==> config.mk <==
export PLATFORM = sky130hd
export DESIGN_NAME = hazard_unit
export DESIGN_NICKNAME = d
export VERILOG_FILES = /design/src/rtl/hazard_unit.sv
export SDC_FILE = /design/constraint.sdc
export NUM_CORES = 1
export LEC_CHECK = 0
export ABC_AREA = 1
export CORE_MARGIN = 3
export CORE_UTILIZATION = 44
export CTS_CLUSTER_DIAMETER = 30
export DETAILED_ROUTE_END_ITERATION = 10
export HOLD_SLACK_MARGIN = 0.06
export PLACE_DENSITY = 0.86
export SLEW_MARGIN = 20
export SYNTH_ARGS = -nofsm -noshare
export SYNTH_HDL_FRONTEND = slang
export SYNTH_SLANG_ARGS = --single-unit
==> constraint.sdc <==
create_clock -name clk -period 3.2 [get_ports clk]
set_input_delay 0.96 -clock clk [delete_from_list [all_inputs] [get_ports clk]]
set_output_delay 0.96 -clock clk [all_outputs]
set_load 0.005 [all_outputs]
==> src/rtl/hazard_unit.sv <==
// Pipeline hazard unit: operand forwarding, load-use and branch stalls, and a
// divide sequencer that holds the pipeline while a multi-cycle divider runs.
module hazard_unit #(
  parameter int unsigned DIV_TIMEOUT = 63
) (
  input  logic       clk,
  input  logic       rst,
  input  logic [4:0] rsD,
  input  logic [4:0] rtD,
  input  logic       branchD,
  input  logic [4:0] rsE,
  input  logic [4:0] rtE,
  input  logic [4:0] writeregE,
  input  logic [4:0] writeregM,
  input  logic [4:0] writeregW,
  input  logic       regwriteE,
  input  logic       regwriteM,
  input  logic       regwriteW,
  input  logic       memtoregE,
  input  logic       memtoregM,
  input  logic       divE,
  input  logic       div_ready,
  output logic       forwardaD,
  output logic       forwardbD,
  output logic [1:0] forwardaE,
  output logic [1:0] forwardbE,
  output logic       stallF,
  output logic       stallD,
  output logic       stallE,
  output logic       flushE,
  output logic       flushM,
  output logic       div_start,
  output logic       div_err
);

  typedef enum logic [1:0] {
    StIdle = 2'b00,
    StBusy = 2'b01,
    StDone = 2'b10
  } state_e;

  localparam logic [5:0] TimeoutVal = 6'(DIV_TIMEOUT);

  state_e     state_q, state_d;
  logic [5:0] cnt_q, cnt_d;
  logic       err_q, err_d;
  logic [5:0] cnt_inc;
  logic       timeout_hit;

  logic       lwstall;
  logic       branchstall;
  logic       hazard;

  // Register 0 is hardwired to zero, so it never carries a dependency.
  function automatic logic reg_match(input logic [4:0] src, input logic [4:0] dst);
    return (src != 5'd0) && (src == dst);
  endfunction

  function automatic logic [1:0] fwd_sel(input logic [4:0] src,
                                         input logic [4:0] dst_m, input logic wr_m,
                                         input logic [4:0] dst_w, input logic wr_w);
    logic [1:0] sel;
    sel = 2'b00;
    if (wr_m && reg_match(src, dst_m)) begin
      sel = 2'b10;
    end else if (wr_w && reg_match(src, dst_w)) begin
      sel = 2'b01;
    end
    return sel;
  endfunction

  // ---------------------------------------------------------------------------
  // Forwarding
  // ---------------------------------------------------------------------------
  always_comb begin
    forwardaE = fwd_sel(rsE, writeregM, regwriteM, writeregW, regwriteW);
    forwardbE = fwd_sel(rtE, writeregM, regwriteM, writeregW, regwriteW);
    forwardaD = regwriteM & reg_match(rsD, writeregM);
    forwardbD = regwriteM & reg_match(rtD, writeregM);
  end

  // ---------------------------------------------------------------------------
  // Data hazards
  // ---------------------------------------------------------------------------
  always_comb begin
    lwstall     = memtoregE & regwriteE &
                  (reg_match(rsD, writeregE) | reg_match(rtD, writeregE));
    branchstall = branchD &
                  ((regwriteE & (reg_match(rsD, writeregE) | reg_match(rtD, writeregE))) |
                   (memtoregM & (reg_match(rsD, writeregM) | reg_match(rtD, writeregM))));
    hazard      = lwstall | branchstall;
  end

  // ---------------------------------------------------------------------------
  // Divide sequencer
  // ---------------------------------------------------------------------------
  assign cnt_inc     = cnt_q + 6'd1;
  // The timeout fires on the BUSY cycle whose increment would reach the limit,
  // so BUSY lasts exactly DIV_TIMEOUT cycles when the divider never answers.
  assign timeout_hit = (cnt_inc == TimeoutVal);

  always_comb begin
    state_d = state_q;
    cnt_d   = cnt_q;
    err_d   = err_q;
    unique case (state_q)
      StIdle: begin
        if (divE) begin
          state_d = StBusy;
          cnt_d   = 6'd0;
        end
      end
      StBusy: begin
        if (div_ready) begin
          state_d = StDone;
        end else if (timeout_hit) begin
          state_d = StDone;
          err_d   = 1'b1;
          cnt_d   = cnt_inc;
        end else begin
          cnt_d   = cnt_inc;
        end
      end
      StDone: begin
        state_d = StIdle;
      end
      default: begin
        state_d = StIdle;
      end
    endcase
  end

  always_ff @(posedge clk) begin
    if (rst) begin
      state_q <= StIdle;
      cnt_q   <= 6'd0;
      err_q   <= 1'b0;
    end else begin
      state_q <= state_d;
      cnt_q   <= cnt_d;
      err_q   <= err_d;
    end
  end

  // ---------------------------------------------------------------------------
  // Pipeline control outputs
  // ---------------------------------------------------------------------------
  always_comb begin
    stallF    = hazard;
    stallD    = hazard;
    stallE    = 1'b0;
    flushE    = hazard;
    flushM    = 1'b0;
    div_start = 1'b0;
    unique case (state_q)
      StIdle: begin
        div_start = divE & ~rst;
      end
      StBusy: begin
        // The divide owns E; younger hazards wait until it retires.
        stallF = 1'b1;
        stallD = 1'b1;
        stallE = 1'b1;
        flushE = 1'b0;
        flushM = 1'b1;
      end
      default: begin
      end
    endcase
  end

  assign div_err = err_q;

endmodule

==> impl_results.md, run 1 <==
* Initial Utilization at 0.473
* Multi-input logic area at just under 900 sq um
* YS warnings at 0
* # DRC at 0
* Wire per inst at ~12 um
* Yosys cell types at 32
* Peak VDD IR at 0.235 mV
* Worst R2R End: state_q[0]$_SDFFE_PP0P_
* Largest net degree at the start of global routing at 8
* Tightest Pin Transition at 263 ps
* Worst R2R Setup Slack at 1820 ps
* DR vias/cell at 4.94
* Crit. End Element: output pin
* Mapped cell area at approximately 0.0012 sq mm
* Initial antenna violation count at 0
* Crit path from: writeregW[0]
* CP bufs+invs at 2
* CTS Sinks at 9
* Fmax at 319 MHz
* Min-Delay Path Class: reg -> reg
* I/O pins at 58
* Setup CP Type: in -> out
* Synth top area share at 0.176
* Critical Path Max Stage Delay at 490 ps
* Longest Clk Path Bufs at 2
* Fin crit period at roughly 3100 ps
* Filler Cells Inserted at 215
* Layout cells sized above 1 at 0.232
* Fraction of registers with async set or reset after synthesis at 0
* IO buf count at 57
* Critical path capture point: forwardaE[0]
* RSZ-0062 raised after global routing: yes
* CORE AREA at 0.00252 sq mm
* P&R area growth vs syn at 54.3%
* Reg-to-Reg Start: cnt_q[2]$_SDFFE_PP0P_
* DIE WIDTH at 58.1 um
* Final setup TNS at 0 ps
* CTS buffer count at 3
* Pins Over Slew Limit at 0
* Top cell type by total area after synthesis: nand2_1
* CP startpoint kind: input port
* Clock transition at the registers of the reported paths at 70 ps
* Critical-path cell list: clkdlybuf4s50_1 -> xor2_1 -> nor3_2 -> nand4_1 -> nor2_1 -> buf_2
* Cells on worst reg2reg path at 7
* Worst path arrival time at 2170 ps
* Antenna cell count at 0
* Number of DRC markers in iteration 0 at 49
* Remaining antenna violation count at 0
* Post-Syn Nets at 243
* Final net count at between 300 and 400
* Synth Instances at 196
* #FFs+latches synth at 9
* Rows at 18
* Rel. slew slack at 0.823
* Final hold vios at 0
* GR Overflow Total at 0
* Final clock period utilization by the worst path at 0.979
* Worst-path maximum fanout at 3
* WL final at 3.49 mm
* Avg Inst Size Synth at 6.09 sq um
* Total number of vias at around 1500
* Vias in the first global route at 1439
* PwrDens at 227 mW/mm^2
* Number of flops mapped to enable cells by yosys at 0
* Sequential area share after synthesis at 0.151
* Register area at 180 sq um
* Family with the most delay on the worst path: buffers and inverters
* Critical Path Slowest Stage Cell: clkdlybuf4s50_1
* Finish-stage setup viols at 0
* First-pass GRT wire length at roughly 5.8 mm
* Core Util, Final at 0.730
* Max-cap violations at 0
* Latest clock arrival within the worst-skew pair at approximately 280 ps
* CTS tree: built
* Primary FF master, synth: dfxtp_1
* Post-CTS Setup Bufs at 0
* Gpl congestion at just over 0.8
* Worst path depth at 6
* Root buf cell: clkbuf_4
* H-tree depth at 1
* Synth area leaders: nand2_1, dfxtp_1, xor2_1
* Total Routing Usage GR at 0.219
* Fin Clk Skew at slightly below 9 ps
* Die height at 58.1 um
* Leakage at 0.954 nW
* 1st-pass router iterations at 4
* DP HPWL at between 2 and 3 mm
* Status: finished, final reports clean
* Required @ worst endpoint at 2240 ps
* Hold_buf cts at 0
* Die area at 0.00337 sq mm
per-layer routing:
metal,global-route usage,wire (um)
met3,0.0379,203
met5,0,0
met1,0.250,1490
met2,0.395,1740
met4,0.0927,53
cell families (layout without fill, tap and decap cells):
kind of cell,Yosys count,in the layout,share of synthesized area
and+or+nand+nor,100,100,0.361
buffers and inverters,35,111,0.123
xor gates and xnor gates,27,27,0.211
AOI/OAI and AO/OA,23,23,0.134
DFF,9,9,0.151
adders and majority gates,2,2,0.0210
metrics by stage:
| stage | area (sq um) | worst slack, ps | hold slack [ps] | instances | total power (W) |
|---|---|---|---|---|---|
| after global routing | 1840 | -12.9 | 483 | 302 | 0.000448 |
| after global placement | 1910 | -485 | 435 | 298 | 0.000335 |
| after detailed placement | 1910 | -514 | 446 | 298 | 0.000341 |
| final | 1840 | 68.7 | 453 | 302 | 0.000418 |
| after floorplan | 1190 | 460 | 437 | 196 | 0.000223 |
| after CTS | 1880 | 1.34 | 457 | 302 | 0.000419 |
worst min path at each step:
stage	end	cells after the start	start	slack [ps]
6_report	div_err$_SDFFE_PP0P_	2	div_err$_SDFFE_PP0P_	450
5_1_grt	div_err$_SDFFE_PP0P_	2	div_err$_SDFFE_PP0P_	480
4_1_cts	div_err$_SDFFE_PP0P_	2	div_err$_SDFFE_PP0P_	460
3_5_place_dp	div_err$_SDFFE_PP0P_	2	div_err$_SDFFE_PP0P_	450
3_3_place_gp	div_err$_SDFFE_PP0P_	2	div_err$_SDFFE_PP0P_	440
2_1_floorplan	cnt_q[5]$_SDFFE_PP0P_	2	cnt_q[5]$_SDFFE_PP0P_	440
area by class of cell:
class / count / share of cell area
multi-input cells: 152 / 0.484
well taps: 30 / 0.0204
inverters: 32 / 0.0652
flip-flops and latches: 9 / 0.0978
clock buffers: 4 / 0.0143
repair buffers: 75 / 0.319
tightest hold or removal path: cells and delay by family (launching register included):
kind	cells	cell delay, ps
AOI/OAI and AO/OA	1	50
buffers and inverters	1	40
DFF	1	310
cell usage after synthesis, types with 2 or more instances:
master and instances:
nand2_1 56, inv_1 30, nor2_1 24, xor2_1 13, xnor2_1 12, dfxtp_1 9
a21oi_1 7, nand3_1 7, nand4_1 4, o21ai_0 3, o22ai_1 3, buf_4 2
ha_1 2, inv_2 2, nor2_2 2, nor4_1 2, o211ai_1 2, xnor2_2 2
where the power goes:
part | internal (W) | switching (W)
Clock | 0.0000484 | 0.0000462
Combinational | 0.000101 | 0.0000982
Sequential | 0.000118 | 0.00000581
sequential cells by signal (all words and copies together) (netlist names):
name	count
cnt_q	6
div_err	1
state_q	2
repair_timing:
action	4_1_cts	5_1_grt
setup endpoints to repair	9	8
resized for setup	60	36
pin swaps	9	13
placed cells by master, fill, tap and decap left out, types with 2 or more instances in the layout:
master	instances
dfxtp_1	9
clkbuf_4	3
xnor2_1	12
o21ai_0	3
nor4_1	2
nand2_1	55
nor2_2	5
clkdlybuf4s15_1	2
clkbuf_2	15
ha_1	2
nand3_1	7
nand4_1	4
buf_4	18
xor2_1	13
xnor2_2	2
a21oi_1	7
o211ai_1	2
clkdlybuf4s50_1	17
nor2_1	21
buf_2	4
inv_1	26
inv_2	6
dlygate4sd2_1	19
a211oi_2	2
nor3_2	2
o22ai_1	3
Note: power is estimated with default switching activity, not from simulation.
==> inputs of run 2 (changes only) <==
ABC_AREA = unset   (was 1)
CORE_UTILIZATION = 42   (was 44)
==> run 2 against run 1 <==
  * Area after synthesis is 11% lower
  * Highest routed layer unchanged
  * Die area is 6.4% lower
  * Count of clock-buffer cells in the layout stayed put
  * Synthesized cell count is 33% lower
  * The flow now finishes with violations (negative setup slack)
  * Final area is 8.8% higher
  * Worst setup slack worse by 220 ps
  * Final cell count is 17% lower
  * Clock power is 4.4% lower
  * First-iteration DRC count is 16% lower
==> impl_results.md, run 2 <==
* Antenna cell count at 0 (unchanged)
* Pwr Total at 0.000425 W (was 0.000418 W)
* Remaining antenna violation count at 0 (unchanged)
* Number of DRC markers in iteration 0 at 41 (was 49)
* Fin Clk Skew at 0.674 ps (was 8.70 ps)
* Hold Path Depth at 1 (was 2)
* Count leader, synth: xnor2_1 (was nand2_1)
* Number of flip-flops in the largest register at 6 (unchanged)
* Initial antenna violation count at 0 (unchanged)
* Pre-CTS setup slack at -793 ps (was -514 ps)
* WL final at 4.39 mm (was 3.49 mm)
* Fmax at 298 MHz (was 319 MHz)
* Sw Pwr at 0.000145 W (was 0.000150 W)
* Sequential area share after synthesis at 0.170 (was 0.151)
* Root buf cell: clkbuf_4 (unchanged)
* Primary FF master, synth: dfxtp_1 (unchanged)
* Final setup TNS at -573 ps (was 0 ps)
* Final hold vios at 0 (unchanged)
* Clock transition at the registers of the reported paths at 60 ps (was 70 ps)
* Worst path arrival time at 2390 ps (was 2170 ps)
* CTS buffer count at 3 (unchanged)
* Post-layout worst setup margin at -151 ps (was 68.7 ps)
* CORE AREA at 0.00230 sq mm (was 0.00252 sq mm)
* YS warnings at 0 (unchanged)
* Wire per inst at 17.5 um (was 11.6 um)
* Commonest non-fill, non-tap cell in the layout: buf_4 (was nand2_1)
* Latest clock arrival within the worst-skew pair at 270 ps (was 280 ps)
* Comb power frac at 0.513 (was 0.477)
* PwrDens at 212 mW/mm^2 (was 227 mW/mm^2)
* Dpl cell area at 0.00184 sq mm (was 0.00191 sq mm)
* Max-cap violations at 0 (unchanged)
* Gpl congestion at 0.921 (was 0.818)
* Worst R2R End: state_q[0]$_SDFFE_PP0P_ (unchanged)
* Final net count at 271 (was 320)
* Required @ worst endpoint at 2240 ps (about the same)
* Tightest Pin Transition at 337 ps (was 263 ps)
* Biggest register: cnt_q (unchanged)
* Register area at 180 sq um (unchanged)
* P&R area growth vs syn at 89.2% (was 54.3%)
* Fraction of registers with async set or reset after synthesis at 0 (unchanged)
* Post-Syn Nets at 179 (was 243)
* Internal at 0.000280 W (was 0.000268 W)
* Worst R2R Setup Slack at 1700 ps (was 1820 ps)
* RSZ-0062 raised after global routing: yes (unchanged)
* Synth area leaders: xnor2_1, dfxtp_1, xor2_1 (was nand2_1, dfxtp_1, xor2_1)
* Beginning of the worst hold path: state_q[1]$_SDFFE_PP0P_ (was div_err$_SDFFE_PP0P_)
* I/O pins at 58 (unchanged)
* Longest Clk Path Bufs at 2 (unchanged)
* Cells after DPL at 239 (was 298)
* Initial Utilization at 0.461 (was 0.473)
* Rel. slew slack at 0.775 (was 0.823)
* Finish-stage setup viols at 7 (was 0)
* Cells on worst reg2reg path at 5 (was 7)
* DIE WIDTH at 56.2 um (was 58.1 um)
* Total number of vias at 1383 (was 1492)
* Switching share of power at 0.341 (was 0.360)
* Commonest cells post-synth: xnor2_1, xor2_1, nor2_1, dfxtp_1, nand3_1 (was nand2_1, inv_1, nor2_1, xor2_1, xnor2_1)
* CTS tree: built (unchanged)
* #FFs+latches synth at 9 (unchanged)
* Finished Cell Area at 0.00200 sq mm (was 0.00184 sq mm)
* Die height at 56.2 um (was 58.1 um)
* Die area at 0.00316 sq mm (was 0.00337 sq mm)
* Final clock period utilization by the worst path at 1.05 (was 0.979)
* Commonest cells after routing, fill and taps aside: buf_4, xnor2_1, clkdlybuf4s50_1 (was nand2_1, inv_1, nor2_1)
* Pins Over Slew Limit at 0 (unchanged)
* Mapped cell area at 0.00106 sq mm (was 0.00119 sq mm)
* Status: finished with violations (was finished, final reports clean)
* Avg Inst Size Synth at 8.02 sq um (was 6.09 sq um)
* Largest net degree at the start of global routing at 10 (was 8)
* IO buf count at 57 (unchanged)
* Worst-path maximum fanout at 2 (was 3)
* Violated checks: negative setup slack
* Vias in the first global route at 1467 (was 1439)
* Leakage at 0.826 nW (was 0.954 nW)
* Setup CP Type: in -> out (unchanged)
* Hold_buf cts at 0 (unchanged)
* Final cell count without fillers at 251 (was 302)
* Synth Instances at 132 (was 196)
* Multi-input logic area at 995 sq um (was 891 sq um)
* # DRC at 0 (unchanged)
* Yosys cell types at 34 (was 32)
* Crit. End Element: output pin (unchanged)
* DR vias/cell at 5.51 (was 4.94)
* DP HPWL at 2.92 mm (was 2.99 mm)
* Filler Cells Inserted at 116 (was 215)
* Peak VDD IR at 0.261 mV (was 0.235 mV)
* Rows at 17 (was 18)
* CP startpoint kind: input port (unchanged)
* Synth top area share at 0.232 (was 0.176)
* 1st-pass router iterations at 4 (unchanged)
* Clk network pwr share at 0.213 (was 0.226)
* Hold EP: state_q[0]$_SDFFE_PP0P_ (was div_err$_SDFFE_PP0P_)
* CTS Sinks at 9 (unchanged)
* Reg power frac at 0.274 (was 0.297)
* Fin crit period at 3350 ps (was 3130 ps)
* H-tree depth at 1 (unchanged)
* Number of flops mapped to enable cells by yosys at 0 (unchanged)
* GR Overflow Total at 0 (unchanged)
* Top cell type by total area after synthesis: xnor2_1 (was nand2_1)
* Min-Delay Path Class: reg -> reg (unchanged)
* Reg-to-Reg Start: cnt_q[2]$_SDFFE_PP0P_ (unchanged)
* First-pass GRT wire length at 6.44 mm (was 5.78 mm)
* Layout cells sized above 1 at 0.435 (was 0.232)
* Total Routing Usage GR at 0.260 (was 0.219)
run 2: changes by cell type after synthesis, moves of 3 or more:
cell,delta
clkbuf_1,+3
o22ai_1,-3
nor3_1,+5
nor4_1,+4
xnor2_1,+16
inv_1,-28
nand2b_1,+3
nor2_1,-14
nand2_1,-54
run 2: how the worst max path moves through the flow:
| stage | start | to | slack, ps |
|---|---|---|---|
| 6_report | rsD[3] | stallF | -150 |
| 4_1_cts | rtE[1] | forwardbE[0] | -110 |
| 2_1_floorplan | rsD[1] | stallF | 100 |
| 5_1_grt | rsD[3] | stallF | -170 |
| 3_5_place_dp | rsD[2] | stallF | -790 |
| 3_3_place_gp | rsD[2] | stallD | -710 |
run 2: repair_timing:
item | 4_1_cts | 5_1_grt
gates resized for setup | 133 | 18
setup buffers | 5 | 3
setup endpoints to repair | 9 | 9
pin swaps | 22 | 15
cloned | 0 | 0
run 2: cells by family (layout without fill, tap and decap cells):
| logic type | Yosys count | count (layout) | synth area share |
|---|---|---|---|
| and+or+nand+nor | 56 | 56 | 0.329 |
| xor gates and xnor gates | 42 | 42 | 0.348 |
| AOI/OAI and AO/OA | 16 | 16 | 0.0981 |
| DFF | 9 | 9 | 0.170 |
| buffers and inverters | 7 | 98 | 0.0319 |
| adders and majority gates | 2 | 2 | 0.0236 |
run 2: layer usage:
metal | global-route usage | routed length [um] | up-vias
li1 | - | - | 645
met1 | 0.324 | 1750 | 639
met2 | 0.439 | 2190 | 81
met3 | 0.0302 | 283 | 18
met4 | 0.122 | 167 | 0
met5 | 0 | 0 | -
run 2: cell type report:
cell class                      count  share of cell area
Tap cell                           28              0.0175
Sequential cell                     9              0.0899
Clock buffer                        4              0.0131
Inverter                            2             0.00375
Multi-Input combinational cell    116               0.497
Timing Repair Buffer               92               0.379
run 2: power groups by stage:
stage | logic (W) | registers (W) | clock network [W]
global route | 0.000231 | 0.000117 | 0.0000974
finish | 0.000218 | 0.000117 | 0.0000903
global placement | 0.000190 | 0.000119 | 0
floorplan | 0.0000734 | 0.000118 | 0
detailed placement | 0.000195 | 0.000119 | 0
CTS | 0.000199 | 0.000116 | 0.0000899
run 2: per-stage QoR:
stage | hold slack [ps] | util
finish | 469 | 0.872
global route | 502 | 0.872
CTS | 472 | 0.845
detailed placement | 468 | 0.801
global placement | 450 | 0.801
floorplan | 436 | -
run 2: worst max-delay path: stages:
cell and delay (ps):
buf_6 90, or4_4 550, nor2_4 150, nor4_2 70
o211ai_1 260, nand3_1 140, buf_2 170
